File: config.mk
export PLATFORM = sky130hd
export DESIGN_NAME = cache_ctrl
export DESIGN_NICKNAME = d
export VERILOG_FILES = /design/src/rtl/cache_ctrl.sv
export SDC_FILE = /design/constraint.sdc
export NUM_CORES = 1
export LEC_CHECK = 0
export ABC_AREA = 1
export CELL_PAD_IN_SITES_DETAIL_PLACEMENT = 1
export CELL_PAD_IN_SITES_GLOBAL_PLACEMENT = 1
export CORE_UTILIZATION = 25
export DETAILED_ROUTE_END_ITERATION = 12
export HOLD_SLACK_MARGIN = 0.02
export PLACE_DENSITY = 0.5
export SETUP_SLACK_MARGIN = 0.1
export SYNTH_ARGS = -nofsm -noshare
export SYNTH_HDL_FRONTEND = slang
export SYNTH_SLANG_ARGS = --single-unit
File: constraint.sdc
create_clock -name clk -period 19.85 [get_ports clk]
set_clock_uncertainty 0.2 [all_clocks]
set_input_delay 3.97 -clock clk [delete_from_list [all_inputs] [get_ports clk]]
set_output_delay 3.97 -clock clk [all_outputs]
set_load 0.005 [all_outputs]
File: src/rtl/cache_ctrl.sv
// cache_ctrl: direct-mapped, write-through, no-write-allocate cache controller
// for a 16-line x 4-word data RAM. Owns the tag/valid arrays, serves single
// word loads/stores from the core, refills lines from memory in four word
// beats and forwards every store to memory.
//
// Ports
//   clk, rst                  clock, asynchronous active-high reset
//   core_req/write/addr/...   core LSU request (held until core_stall = 0)
//   core_stall, core_rdata    completion handshake and load data
//   mem_req/write/addr/...    memory bus request, accepted on mem_ready
//   mem_rvalid, mem_rdata     refill beats (4 per line, word 0 first)
//   dr_wen/index/datain/strb  data RAM write port and line select
//   dr_dataout                data RAM combinational line read
//   hit_cnt, miss_cnt         saturating load hit / load miss counters
module cache_ctrl #(
    parameter int ADDR_W  = 32,
    parameter int INDEX_W = 4,
    parameter int TAG_W   = 24,
    parameter int CNT_W   = 32
) (
    input  logic                clk,
    input  logic                rst,
    input  logic                core_req,
    input  logic                core_write,
    input  logic [ADDR_W-1:0]   core_addr,
    input  logic [31:0]         core_wdata,
    input  logic [3:0]          core_wstrb,
    output logic                core_stall,
    output logic [31:0]         core_rdata,
    output logic                mem_req,
    output logic                mem_write,
    output logic [ADDR_W-1:0]   mem_addr,
    output logic [31:0]         mem_wdata,
    output logic [3:0]          mem_wstrb,
    input  logic                mem_ready,
    input  logic                mem_rvalid,
    input  logic [31:0]         mem_rdata,
    output logic                dr_wen,
    output logic [INDEX_W-1:0]  dr_index,
    output logic [127:0]        dr_datain,
    output logic [15:0]         dr_strb,
    input  logic [127:0]        dr_dataout,
    output logic [CNT_W-1:0]    hit_cnt,
    output logic [CNT_W-1:0]    miss_cnt
);

    localparam int NLINES = 1 << INDEX_W;

    typedef enum logic [2:0] {IDLE, MISS_REQ, FILL, REFILL, WR_MEM} state_t;

    state_t                 state;
    logic [NLINES-1:0]      valid;
    logic [TAG_W-1:0]       tagArr [NLINES];
    logic [1:0]             beat;
    logic [3:0][31:0]       fillBuf;
    logic                   replay;

    // Request fields latched when leaving IDLE
    logic [TAG_W-1:0]       latTag;
    logic [INDEX_W-1:0]     latIdx;
    logic [1:0]             latWord;
    logic [31:0]            latWdata;
    logic [3:0]             latWstrb;

    logic [TAG_W-1:0]       curTag;
    logic [INDEX_W-1:0]     curIdx;
    logic [1:0]             curWord;
    logic                   hit;
    logic                   loadHit;
    logic                   storeHit;
    logic                   leaveIdle;
    logic                   unusedBits;

    function automatic logic [CNT_W-1:0] satInc(input logic [CNT_W-1:0] c);
        return (&c) ? c : c + 1'b1;
    endfunction

    assign curTag     = core_addr[ADDR_W-1:INDEX_W+4];
    assign curIdx     = core_addr[INDEX_W+3:4];
    assign curWord    = core_addr[3:2];
    // Byte offset is irrelevant: accesses are whole words with strobes
    assign unusedBits = ^core_addr[1:0];

    assign hit       = valid[curIdx] && (tagArr[curIdx] == curTag);
    assign loadHit   = (state == IDLE) && core_req && !core_write && hit;
    assign storeHit  = (state == IDLE) && core_req && core_write && hit;
    assign leaveIdle = (state == IDLE) && core_req && (core_write || !hit);

    // Core side: load hits finish in the cycle they are presented; a store
    // completes in the cycle memory accepts it.
    always_comb begin
        core_stall = 1'b1;
        case (state)
            IDLE:    core_stall = core_req && !(!core_write && hit);
            WR_MEM:  core_stall = !mem_ready;
            default: core_stall = 1'b1;
        endcase
    end

    assign core_rdata = loadHit ? dr_dataout[{curWord, 5'd0} +: 32] : 32'd0;

    // Memory side is decoded from the registered state and latched fields only
    assign mem_req   = (state == MISS_REQ) || (state == WR_MEM);
    assign mem_write = (state == WR_MEM);
    always_comb begin
        mem_addr = '0;
        if (state == MISS_REQ)
            mem_addr = {latTag, latIdx, 4'b0000};
        else if (state == WR_MEM)
            mem_addr = {latTag, latIdx, latWord, 2'b00};
    end
    assign mem_wdata = (state == WR_MEM) ? latWdata : 32'd0;
    assign mem_wstrb = (state == WR_MEM) ? latWstrb : 4'd0;

    // Data RAM port: store hits patch one word in place, refills write the line
    assign dr_wen    = storeHit || (state == REFILL);
    assign dr_index  = ((state == FILL) || (state == REFILL)) ? latIdx : curIdx;
    assign dr_datain = (state == REFILL) ? fillBuf : {4{core_wdata}};
    always_comb begin
        dr_strb = 16'h0000;
        if (state == REFILL)
            dr_strb = 16'hFFFF;
        else if (storeHit)
            dr_strb = 16'(core_wstrb) << {curWord, 2'b00};
    end

    // Control state, valid bits, fill buffer and counters
    always_ff @(posedge clk or posedge rst) begin
        if (rst) begin
            state    <= IDLE;
            valid    <= '0;
            beat     <= 2'd0;
            fillBuf  <= '0;
            hit_cnt  <= '0;
            miss_cnt <= '0;
            replay   <= 1'b0;
        end else begin
            replay <= 1'b0;
            case (state)
                IDLE: begin
                    if (core_req) begin
                        if (core_write) begin
                            state <= WR_MEM;
                        end else if (hit) begin
                            // The hit that replays a just-refilled miss was
                            // already counted as a miss.
                            if (!replay)
                                hit_cnt <= satInc(hit_cnt);
                        end else begin
                            miss_cnt <= satInc(miss_cnt);
                            state    <= MISS_REQ;
                        end
                    end
                end
                MISS_REQ: begin
                    if (mem_ready) begin
                        state <= FILL;
                        beat  <= 2'd0;
                    end
                end
                FILL: begin
                    if (mem_rvalid) begin
                        fillBuf[beat] <= mem_rdata;
                        beat          <= beat + 2'd1;
                        if (beat == 2'd3)
                            state <= REFILL;
                    end
                end
                REFILL: begin
                    valid[latIdx] <= 1'b1;
                    replay        <= 1'b1;
                    state         <= IDLE;
                end
                WR_MEM: begin
                    if (mem_ready)
                        state <= IDLE;
                end
                default: state <= IDLE;
            endcase
        end
    end

    // Tag array and latched request fields carry data only
    always_ff @(posedge clk) begin
        if (leaveIdle) begin
            latTag   <= curTag;
            latIdx   <= curIdx;
            latWord  <= curWord;
            latWdata <= core_wdata;
            latWstrb <= core_wstrb;
        end
        if (state == REFILL)
            tagArr[latIdx] <= latTag;
    end

endmodule
### Yosys cells after proc, flatten, opt, wreduce, memory -nomap -nowiden

Memories as Yosys holds them, arrays and structs flattened.
Index checks and enable logic that the tools add are counted.

| operators by class | value |
|---|---|
| $add $sub $neg | 3 |
| $mul | 0 |
| div/mod/pow operators | 0 |
| $lt $le $gt $ge | 5 |
| equal/unequal tests | 12 |
| shift-type cells | 2 |
| muxes and demuxes | 30 |
| bitwise operators | 6 |
| reductions and logical operators | 28 |

Operator list:

| operator | count |
|---|---|
| $mux 32 | 5 |
| $bwmux 128 | 1 |
| $mux 128 | 1 |
| $shiftx 128x8->32 | 1 |
| $add 32x1->32 const B | 2 |
| $demux 32 s2 | 1 |
| $reduce_and 32->1 | 2 |
| $mux 16 | 2 |
| $eq 24x24->1 | 1 |
| $mux 3 | 7 |
| $or 16x16->16 | 1 |
| $shl 4x4->16 | 1 |
| $pmux 3 s4 | 1 |
| $reduce_and 6->1 | 2 |
| $logic_and 1x1->1 | 11 |
| $lt 4x5->1 const B | 2 |
| $mux 4 | 2 |
| $eq 3x2->1 const B | 2 |
| $ne 2x2->1 const B | 3 |
| $not 1->1 | 5 |
| $reduce_and 5->1 | 1 |
| $bmux 1 s4 | 1 |
| $demux 1 s4 | 1 |
| $ge 4x1->1 const B | 1 |
| other kinds (18) | 29 |

| word-level totals | value |
|---|---|
| register bits | 280 |
| latch bits | 0 |
| RAM bits | 384 |
| bits in read-only memories | 0 |
| bits of input ports | 234 |
| memories kept | 1 |

Memories:

| memory | depth | width | read ports | clocked after memory_dff | wr ports | RTL line | source |
|---|---|---|---|---|---|---|---|
| tagArr | 16 | 24 | 1 | 0 | 1 | 53 | `logic [TAG_W-1:0] tagArr [NLINES];` |

### Longest topological paths before layout

Gate-level depths: netlist of run 1.

| logic depth | value |
|---|---|
| depth in word-level cells | 7 |
| mapped depth | 23 |

### Worst setup path before layout of run 1

Ideal clock, no wire load.

| path | value |
|---|---|
| path type | input-to-reg |
| start point | input core_addr[5] |
| end point | register latIdx[0], enable pin |
| library setup time | 0.571 ns |
| data arrival time | 9.703 ns |
| required time | 19.079 ns |
| path slack | 9.375 ns |
| cell stages on the path | 15 |
| cell sequence | buf_4 > inv_2 > buf_6 > buf_2 > nor2_1 > o21ai_1 > nand3_1 > nand3_1 > nand2_1 > xor2_1 > nand3_1 > nor2_2 > nand3_1 > nand2_1 > nor3_1 |

| on the way | value |
|---|---|
| cells in the longest elaborated chain, start to end | 6 |
| elaborated cells on any way between the ends | 8 |
| classes of those cells | eq/ne (1); mux (2); reduce/logical (4); memory (1) |

RTL lines:

| what | RTL line | source |
|---|---|---|
| start: declaration | 25 | `input logic [ADDR_W-1:0] core_addr,` |
| $mem_v2 16x24 or $bmux 1 s4 (tied branches) | n/a |  |
| $eq 24x24->1 or $mux 1 (tied branches) | 84 | `assign hit = valid[curIdx] && (tagArr[curIdx] == curTag);` |
| $logic_and 1x1->1 * | 84 |  |
| $logic_not 1->1 * | 87 | `assign leaveIdle = (state == IDLE) && core_req && (core_write \|\| !hit);` |
| $logic_or 1x1->1 * | 87 |  |
| $logic_and 1x1->1 * | 87 |  |
| net leaveIdle | 71 | `logic leaveIdle;` |
| end signal: assignment | 187 | `latIdx <= curIdx;` |
| end: declaration | 60 | `logic [INDEX_W-1:0] latIdx;` |

The timed path passes the listed nets; every way through them passes the cells marked *. The select of a mux whose other input is x is not followed.
A chain may end at the register's enable or synchronous reset.

### Worst setup path in the final report of run 1

| path | value |
|---|---|
| start point | input core_addr[4] |
| end point | output core_rdata[0] |

| on the way | value |
|---|---|
| cells in the longest elaborated chain, start to end | 5 |
| elaborated cells on any way between the ends | 7 |
| classes of those cells | eq/ne (1); mux (3); reduce/logical (2); memory (1) |

RTL lines:

| what | RTL line | source |
|---|---|---|
| $mem_v2 16x24 or $bmux 1 s4 (tied branches) | n/a |  |
| $eq 24x24->1 or $mux 1 (tied branches) | 84 |  |
| $logic_and 1x1->1 * | 84 |  |
| $logic_and 1x1->1 * | 85 | `assign loadHit = (state == IDLE) && core_req && !core_write && hit;` |
| $mux 32 * | 100 | `assign core_rdata = loadHit ? dr_dataout[{curWord, 5'd0} +: 32] : 32'd0;` |
| end: declaration | 29 | `output logic [31:0] core_rdata,` |

Mark *: on every way between the ends. The rest lies on a longest branch, timed or not. The select of a mux whose other input is x is not followed.

==> results of run 1 <==
worst max path at each step:
stage	slack, ps	end	from
after floorplan	9380	latIdx[0]	core_addr[5]
after global placement	6060	core_rdata[0]	core_addr[4]
after detailed placement	6110	core_rdata[0]	core_addr[4]
after CTS	6070	core_rdata[0]	core_addr[4]
after global routing	5710	core_rdata[0]	core_addr[4]
final	6150	core_rdata[0]	core_addr[4]
worst max-delay path, delay by kind of cell:
family,cells,cell delay [ps]
buf+inv,7,3090
simple gates,13,2340
state kept, by name, indices dropped and copies added, names as in the netlist:
signal,flops
latTag,24
hit_cnt,32
fillBuf,128
state,3
latWord,2
latWdata,32
beat,2
latWstrb,4
tagArr,384
replay,1
valid,16
miss_cnt,32
latIdx,4
layer usage:
layer,GRT usage,up-vias,routed length (µm)
met5,0,-,90
met4,0.0364,12,1890
met3,0.0551,131,7920
met2,0.316,506,58200
met1,0.255,12600,55400
li1,-,12300,-
per-stage QoR:
stage / utilization / setup WS [ps]
floorplan: - / 9380
global placement: 0.309 / 6060
detailed placement: 0.309 / 6110
CTS: 0.329 / 6070
global route: 0.329 / 5710
finish: 0.329 / 6150
kinds of logic after synthesis:
family | Yosys count | synth area share
AOI/OAI and AO/OA | 324 | 0.0546
xor gates and xnor gates | 58 | 0.0163
adders and majority gates | 6 | 0.00241
buffers and inverters | 521 | 0.0726
DFF | 664 | 0.606
other | 1 | 0.000120
and+or+nand+nor | 1888 | 0.248
power breakdown:
group	switching, mW	total, mW	internal [mW]
registers	0.129	1.84	1.71
clock network	0.619	1.42	0.797
logic	0.533	0.909	0.376
synth_stat cells, drive strengths merged (6+ instances only):
cell,instances,share of area
a21oi,72,0.012
buf,91,0.021
clkbuf,87,0.010
dfrtp,214,0.17
edfxtp,450,0.43
ha,6,0.0024
inv,341,0.041
nand2,1223,0.15
nand3,275,0.044
nand3b,6,0.0014
nand4,52,0.010
nor2,252,0.031
nor3,55,0.0088
nor4,11,0.0022
o211ai,29,0.0070
o21ai,221,0.036
or2,9,0.0018
xnor2,9,0.0025
xor2,49,0.014
area by class of cell:
cell class                 instances  area (µm²)  area share
multi-input combinational       2278       10200       0.250
tap                             1637        2050      0.0504
clock buffer                     116        2260      0.0556
sequential                       664       18900       0.464
inverter                         343        1300      0.0320
antenna                            3        7.51    0.000185
timing repair buffer             591        5780       0.142
clock inverter                    35         208     0.00511
==> qor.csv, run 1 <==
stage,metric,value,unit
yosys,ys_seq_area_frac,0.606,
worst_setup_path,crit_required,15680,ps
clock_tree,path_clk_slew,60,ps
timing,final-setup-viol-count,0,
detailed_routing,wire_per_inst,21.8,µm
floorplan,die_w,355,µm
pwr,power_leakage,17.1,nW
placed_design,globalplace.congestion,0.774,
yosys,synth_flop_cell,edfxtp_1,
timing,finalCritPeriodShare,0.690,
global_route,track_usage,0.193,
pwr,p_per_area,102,mW/mm²
global_route,grt_pass1_vias,26300,
floorplan,rows,129,
yosys,synthCells,3462,
finish,num-fill-cells,14300,
pwr,total_power,4.17,mW
timing,tns,0,ps
clock_tree,clockBufferDepth,3,
yosys,synth-seq-cells,664,
min_path,hp-class,reg2reg,
floorplan,ios,550,
worst_setup_path,worst_r2r_path_depth,7,
clock_tree,h-tree-depth,3,
clock_tree,root_buffer,clkbuf_16,
global_route,grt_pass1_wl,182000,µm
clock_tree,post-cts-setup-buffers,0,
finish,fin_cells,5667,
yosys,avgSynthCellArea,9.00,µm²
timing,worst_pin_slew,1100,ps
yosys,synth_edf_count,450,
min_path,min_to,valid[13],
detailed_routing,via_per_inst,4.51,
worst_setup_path,r2r_end,tagArr[14][13],
timing,holdWs,260,ps
global_route,grt_start_max_net_pins,112,
yosys,synth_cell_types,37,
placed_design,hpwl,79300,µm
global_route,antenna_found_initial,9,
worst_setup_path,crit_path_max_fanout,78,
worst_setup_path,crit_slowest_cell,buf_4,
floorplan,die_h,355,µm
clock_tree,cts-resized-gates,0,
outcome,status,finished clean,
clock_tree,cts_tree,done,
timing,finalCriticalPeriod,13700,ps
finish,layout_common_cells,"1217 x nand2_1, 539 x clkdlybuf4s50_1, 450 x edfxtp_1, 335 x inv_1, 274 x nand3_1",
yosys,syn-cell-area,0.0312,mm²
detailed_routing,dr.first_iter.drc_count,1330,
placed_design,portBuffers,545,
timing,fmax,73.0,MHz
timing,rsz0062_at_grt,no,
timing,max_slew_margin,0.268,
finish,layout.nets,4201,
detailed_routing,dr.pass1.iters,5,
worst_setup_path,critPathKind,in2out,
clock_tree,cts-hold-fix-buffers,0,
yosys,postSynth.asyncResetShare,0.322,
finish,area_delta_synth_final,30.5,%
finish,final_layout_size_suffix_gt1_frac,0.0504,
worst_setup_path,crit_arrival,9530,ps
detailed_routing,num_vias,25600,
detailed_routing,drc_errors,0,
pwr,peakVddDrop,0.0606,mV
timing,hold_viol,0,
finish,layout_commonest_cell,nand2_1,
floorplan,start_util,0.252,
run,max_cap_violations,0,
worst_setup_path,rr_startpoint,state[2],
finish,final_cell_area,0.0407,mm²
timing,slew_violations,0,
worst_setup_path,crit_chain,buf_6 -> inv_6 -> buf_4 -> buf_4 -> nand2_1 -> nand2_1 -> nand2_1 -> nand3_1 -> nand3_1 -> nand3_1 -> nand2_1 -> nor2_1 -> nand3_1 -> nor2_2 -> nand2_2 -> nor2_4 -> inv_1 -> buf_4 -> nor3_1 -> clkdlybuf4s50_1,
detailed_routing,wl,123000,µm
clock_tree,cts_num_sinks,664,
worst_setup_path,startpoint_type,input port,
worst_setup_path,slowest_delay,730,ps
worst_setup_path,worstSetupEndpointType,output pin,
placed_design,placed_cell_area,0.0382,mm²
floorplan,dieArea,0.126,mm²
floorplan,core_area,0.124,mm²
yosys,yosysWarnings,0,
min_path,min_from,valid[13],
global_route,overflow,0,
placed_design,post-place-cells,5513,
clock_tree,clkLatencyLatePin,650,ps
clock_tree,cts_made_buffers,83,
detailed_routing,ant_nets,0,
worst_setup_path,ff2ff_setup_slack,15760,ps
min_path,holdPathStages,2,
Power figures use the tool's default switching activity.
==> run 2, diff against run 1 <==
==> constraint.sdc (replaced) <==
create_clock -name clk -period 13.6 [get_ports clk]
set_clock_uncertainty 0.2 [all_clocks]
set_input_delay 2.72 -clock clk [delete_from_list [all_inputs] [get_ports clk]]
set_output_delay 2.72 -clock clk [all_outputs]
set_load 0.005 [all_outputs]
==> qor.csv, run 2 (synthesis gave the netlist of run 1 again) <==
stage,metric,value,unit,change
floorplan,dieArea,0.126,mm²,unchanged
finish,top_register,tagArr,,unchanged
detailed_routing,wire_per_inst,21.7,µm,was 21.8 µm
clock_tree,clkLatencyLatePin,650,ps,about the same
floorplan,die_h,355,µm,unchanged
finish,top_regs,"tagArr: 384 flops, fillBuf: 128 flops",,unchanged
floorplan,ios,550,,unchanged
timing,fin_ws,2990,ps,was 6150 ps
timing,finalCriticalPeriod,10610,ps,
min_path,hp-class,reg2reg,,unchanged
detailed_routing,wl,123000,µm,about the same
worst_setup_path,crit_required,10680,ps,was 15680 ps
detailed_routing,via_per_inst,4.51,,about the same
clock_tree,cts-hold-fix-buffers,0,,unchanged
timing,rsz0062_at_grt,no,,unchanged
floorplan,rows,129,,unchanged
clock_tree,path_clk_slew,50,ps,was 60 ps
worst_setup_path,critPathKind,in2out,,unchanged
finish,final_layout_size_suffix_gt1_frac,0.0507,,was 0.0504
clock_tree,cts_made_buffers,82,,was 83
detailed_routing,ant_nets,0,,unchanged
timing,tns,0,ps,unchanged
outcome,status,finished clean,,unchanged
worst_setup_path,worstSetupEndpointType,output pin,,unchanged
detailed_routing,dr.first_iter.drc_count,1465,,was 1330
global_route,track_usage,0.193,,about the same
clock_tree,post-cts-setup-buffers,0,,unchanged
placed_design,place_ws,2780,ps,was 6110 ps
global_route,grt_start_max_net_pins,97,,was 112
finish,layout.nets,4200,,was 4201
finish,layout_commonest_cell,nand2_1,,unchanged
floorplan,core_area,0.124,mm²,unchanged
timing,worst_pin_slew,1080,ps,was 1100 ps
finish,layout_common_cells,"1217 x nand2_1, 539 x clkdlybuf4s50_1, 450 x edfxtp_1, 335 x inv_1, 274 x nand3_1",,unchanged
timing,hold_viol,0,,unchanged
clock_tree,cts_num_sinks,664,,unchanged
floorplan,die_w,355,µm,unchanged
placed_design,portBuffers,545,,unchanged
run,max_cap_violations,0,,unchanged
clock_tree,cts-resized-gates,0,,unchanged
timing,final-setup-viol-count,0,,unchanged
placed_design,globalplace.congestion,0.790,,was 0.774
clock_tree,clockBufferDepth,3,,unchanged
detailed_routing,num_vias,25500,,was 25600
clock_tree,cts_tree,done,,unchanged
detailed_routing,drc_errors,0,,unchanged
timing,fmax,94.3,MHz,
worst_setup_path,crit_arrival,7690,ps,was 9530 ps
finish,num-fill-cells,14300,,about the same
pwr,peakVddDrop,0.0889,mV,was 0.0606 mV
timing,finalCritPeriodShare,0.780,,
finish,area_delta_synth_final,30.6,%,was 30.5%
detailed_routing,dr.pass1.iters,4,,was 5
global_route,antenna_found_initial,9,,unchanged
pwr,power_leakage,17.1,nW,about the same
timing,slew_violations,0,,unchanged
finish,largest_reg_flops,384,,unchanged
timing,max_slew_margin,0.280,,was 0.268
clock_tree,h-tree-depth,3,,unchanged
global_route,overflow,0,,unchanged
worst_setup_path,startpoint_type,input port,,unchanged
worst_setup_path,crit_path_max_fanout,96,,was 78
placed_design,hpwl,79000,µm,was 79300 µm
global_route,grt_pass1_wl,181000,µm,was 182000 µm
pwr,p_per_area,150,mW/mm²,was 102 mW/mm²
global_route,grt_pass1_vias,26600,,was 26300
clock_tree,root_buffer,clkbuf_16,,unchanged
floorplan,start_util,0.252,,unchanged
## run 2: cell type report
| type | instances | area (µm²) | share of cell area |
|---|---|---|---|
| sequential | 664 | 18900 | 0.464 |
| multi-input combinational | 2278 | 10200 | 0.250 |
| timing repair buffer | 591 | 5780 | 0.142 |
| clock buffer | 114 | 2280 | 0.0562 |
| tap | 1637 | 2050 | 0.0503 |
| inverter | 343 | 1300 | 0.0320 |
| clock inverter | 33 | 214 | 0.00526 |
| antenna | 2 | 5.00 | 0.000123 |
## run 2: power breakdown
| group | switching (mW) | internal [mW] | total (mW) |
|---|---|---|---|
| logic | 0.775 | 0.548 | 1.32 |
| registers | 0.186 | 2.50 | 2.69 |
| clock network | 0.893 | 1.19 | 2.08 |
| total | 1.85 | 4.24 | 6.09 |
## run 2: stage by stage
stage,cells,hold slack [ps],instance area [µm²],utilization,power (mW)
after floorplan,3463,227,31200,-,3.28
after global placement,5513,241,38200,0.309,4.07
after detailed placement,5513,251,38200,0.309,4.08
after CTS,5660,265,40700,0.329,6.21
after global routing,5660,290,40700,0.329,6.44
final,5662,260,40700,0.329,6.09
## run 2: worst max-delay path, cell delays in order
cell	delay, ps
buf_6	260
inv_6	680
buf_4	660
nand2_1	110
nand2_1	90
nand2_1	50
nand3_1	120
nand3_1	140
nand2_1	120
nand2_1	50
nand2_1	160
nand2_1	120
nor2_1	130
nand2_1	100
nor2_2	310
nand2_2	160
nor2_4	230
inv_1	70
buf_4	250
nor3_1	420
clkdlybuf4s50_1	610
## run 2: routing by layer
layer / vias up / global-route usage / share of wire
met2: 502 / 0.312 / 0.46
met4: 14 / 0.0347 / 0.015
met1: 12600 / 0.256 / 0.46
met5: - / 0 / 0.00065
li1: 12300 / - / -
met3: 116 / 0.0551 / 0.064
## run 2: path summary, 6_finish.rpt
check | end | startpoint | slack [ps] | cells past startpoint
min in group asynchronous | fillBuf[119] | rst | 2330 | 2
setup / recovery | core_rdata[0] | core_addr[4] | 2990 | 21
hold / removal | valid[14] | valid[14] | 260 | 2
max in group asynchronous | hit_cnt[30] | rst | 9320 | 3
setup reg to reg | tagArr[5][18] | state[2] | 9650 | 7
hold reg to reg | valid[14] | valid[14] | 260 | 2
==> run 3, diff against run 2 <==
--- a/config.mk
+++ b/config.mk
@@ -11,7 +11,7 @@
 export CORE_UTILIZATION = 25
 export DETAILED_ROUTE_END_ITERATION = 12
 export HOLD_SLACK_MARGIN = 0.02
-export PLACE_DENSITY = 0.5
+export PLACE_DENSITY = 0.52
 export SETUP_SLACK_MARGIN = 0.1
 export SYNTH_ARGS = -nofsm -noshare
 export SYNTH_HDL_FRONTEND = slang
==> constraint.sdc (replaced) <==
create_clock -name clk -period 9.7 [get_ports clk]
set_clock_uncertainty 0.2 [all_clocks]
set_input_delay 1.94 -clock clk [delete_from_list [all_inputs] [get_ports clk]]
set_output_delay 1.94 -clock clk [all_outputs]
set_load 0.005 [all_outputs]
==> qor.csv, run 3 (synthesis gave the netlist of run 1 again) <==
stage,metric,value,unit,change
outcome,status,finished clean,,unchanged
finish,top_regs,"tagArr: 384 flops, fillBuf: 128 flops",,unchanged
detailed_routing,via_per_inst,4.50,,was 4.51
detailed_routing,num_vias,25600,,was 25500
global_route,grt_start_max_net_pins,126,,was 97
clock_tree,cts-resized-gates,0,,unchanged
timing,slew_violations,0,,unchanged
finish,layout.nets,4217,,was 4200
global_route,grt_pass1_vias,26300,,was 26600
placed_design,place_ws,1710,ps,was 2780 ps
clock_tree,cts_num_sinks,664,,unchanged
timing,hold_viol,0,,unchanged
detailed_routing,drc_errors,0,,unchanged
placed_design,globalplace.congestion,0.765,,was 0.790
worst_setup_path,startpoint_type,input port,,unchanged
timing,final-setup-viol-count,0,,unchanged
global_route,antenna_found_initial,11,,was 9
global_route,overflow,0,,unchanged
clock_tree,cts-hold-fix-buffers,0,,unchanged
worst_setup_path,worstSetupEndpointType,output pin,,unchanged
timing,fin_ws,1750,ps,was 2990 ps
clock_tree,clkLatencyLatePin,660,ps,was 650 ps
finish,final_layout_size_suffix_gt1_frac,0.0566,,was 0.0507
timing,worst_pin_slew,1080,ps,about the same
finish,area_delta_synth_final,31.9,%,was 30.6%
timing,finalCriticalPeriod,7950,ps,
detailed_routing,dr.pass1.iters,5,,was 4
floorplan,dieArea,0.126,mm²,unchanged
run,max_cap_violations,0,,unchanged
pwr,peakVddDrop,0.137,mV,was 0.0889 mV
detailed_routing,wl,120000,µm,was 123000 µm
clock_tree,post-cts-setup-buffers,0,,unchanged
worst_setup_path,crit_chain,buf_6 -> inv_6 -> buf_4 -> nor2_1 -> nor2_1 -> o21ai_0 -> o211ai_1 -> nand3_1 -> nand2_1 -> nand2_1 -> nand2_1 -> nand3_1 -> nor2_2 -> nand2_2 -> nor2_4 -> inv_1 -> buf_4 -> nor3_1 -> clkdlybuf4s50_1,,was buf_6 -> inv_6 -> buf_4 -> nand2_1 -> nand2_1 -> nand2_1 -> nand3_1 -> nand3_1 -> nand2_1 -> nand2_1 -> nand2_1 -> nand2_1 -> nor2_1 -> nand2_1 -> nor2_2 -> nand2_2 -> nor2_4 -> inv_1 -> buf_4 -> nor3_1 -> clkdlybuf4s50_1
detailed_routing,ant_nets,0,,unchanged
detailed_routing,dr.first_iter.drc_count,1476,,was 1465
finish,fin_util,0.332,,was 0.329
timing,tns,0,ps,unchanged
finish,largest_reg_flops,384,,unchanged
floorplan,rows,129,,unchanged
timing,finalCritPeriodShare,0.820,,
clock_tree,cts_made_buffers,83,,was 82
global_route,grt_pass1_wl,178000,µm,was 181000 µm
finish,seq_area,0.0189,mm²,unchanged
floorplan,start_util,0.252,,unchanged
global_route,track_usage,0.188,,was 0.193
floorplan,die_w,355,µm,unchanged
timing,max_slew_margin,0.278,,was 0.280
pwr,power_leakage,17.3,nW,was 17.1 nW
finish,multiInputGateArea,0.0102,mm²,unchanged
pwr,p_per_area,213,mW/mm²,was 150 mW/mm²
worst_setup_path,crit_slowest_cell,clkdlybuf4s50_1,,was inv_6
worst_setup_path,crit_arrival,5810,ps,was 7690 ps
timing,rsz0062_at_grt,no,,unchanged
clock_tree,cts_tree,done,,unchanged
clock_tree,path_clk_slew,60,ps,was 50 ps
clock_tree,clockBufferDepth,3,,unchanged
worst_setup_path,crit_required,7560,ps,was 10680 ps
min_path,hp-class,reg2reg,,unchanged
pwr,total_power,8.74,mW,was 6.09 mW
floorplan,die_h,355,µm,unchanged
finish,num-fill-cells,14300,,about the same
placed_design,hpwl,77700,µm,was 79000 µm
worst_setup_path,slowest_delay,600,ps,was 680 ps
placed_design,portBuffers,545,,unchanged
clock_tree,h-tree-depth,3,,unchanged
finish,top_register,tagArr,,unchanged
finish,layout_commonest_cell,nand2_1,,unchanged
timing,fmax,126,MHz,
timing,holdWs,260,ps,about the same
worst_setup_path,crit_top_cell,nand2_1,,unchanged
floorplan,core_area,0.124,mm²,unchanged
worst_setup_path,crit_path_max_fanout,69,,was 96
detailed_routing,wire_per_inst,21.2,µm,was 21.7 µm
floorplan,ios,550,,unchanged
finish,layout_common_cells,"1217 x nand2_1, 540 x clkdlybuf4s50_1, 450 x edfxtp_1, 335 x inv_1, 274 x nand3_1",,"was 1217 x nand2_1, 539 x clkdlybuf4s50_1, 450 x edfxtp_1, 335 x inv_1, 274 x nand3_1"
clock_tree,root_buffer,clkbuf_16,,unchanged
worst_setup_path,critPathKind,in2out,,unchanged
[run 3: cell types whose count changed in the layout (fill, tap and decap cells not counted), moves of 2 or more]
cell       change
buf_12         +7
clkinv_1       +3
clkinv_8       -2
buf_4          +9
inv_16         +2
inv_6          -2
bufinv_16      +4
clkinv_4       +2
clkbuf_16      +3
clkbuf_1       -4
clkinv_2       +5
[run 3: through the flow]
stage / std cells / cell area (µm²)
final: 5687 / 41100
after CTS: 5685 / 41100
after global routing: 5685 / 41100
after floorplan: 3463 / 31200
after global placement: 5529 / 38400
after detailed placement: 5529 / 38400
[run 3: worst max-delay path, delay by kind of cell]
kind,cells,cell delay (ps)
buf+inv,6,1850
simple gates,11,1680
compound gates,2,250
[run 3: area by class of cell]
type | instances | area share
diodes | 2 | 0.000122
clock buffers | 112 | 0.0567
clock inverters | 44 | 0.00901
inverters | 343 | 0.0317
multi-input cells | 2278 | 0.248
flip-flops and latches | 664 | 0.459
well taps | 1637 | 0.0498
repair buffers | 607 | 0.146
[run 3: final timing paths]
kind	start	to	slack (ps)	cells past startpoint
max	core_addr[4]	core_rdata[0]	1750	19
min	valid[7]	valid[7]	260	2
max reg2reg	state[2]	tagArr[14][18]	5540	7
min reg2reg	valid[7]	valid[7]	260	2
max in group asynchronous	rst	fillBuf[64]	6180	3
min in group asynchronous	rst	hit_cnt[31]	1670	2
[run 3: routing by layer]
layer	up-vias	part of all wire	global-route usage
li1	12300	-	-
met4	12	0.021	0.0435
met5	-	0.00058	0
met3	145	0.070	0.0582
met1	12600	0.46	0.254
met2	527	0.45	0.294
[run 3: where the power goes]
| part | leakage (nW) | switching [mW] | internal [mW] |
|---|---|---|---|
| logic | 9.12 | 1.09 | 0.778 |
| clock network | 1.33 | 1.29 | 1.82 |
| registers | 6.87 | 0.258 | 3.50 |
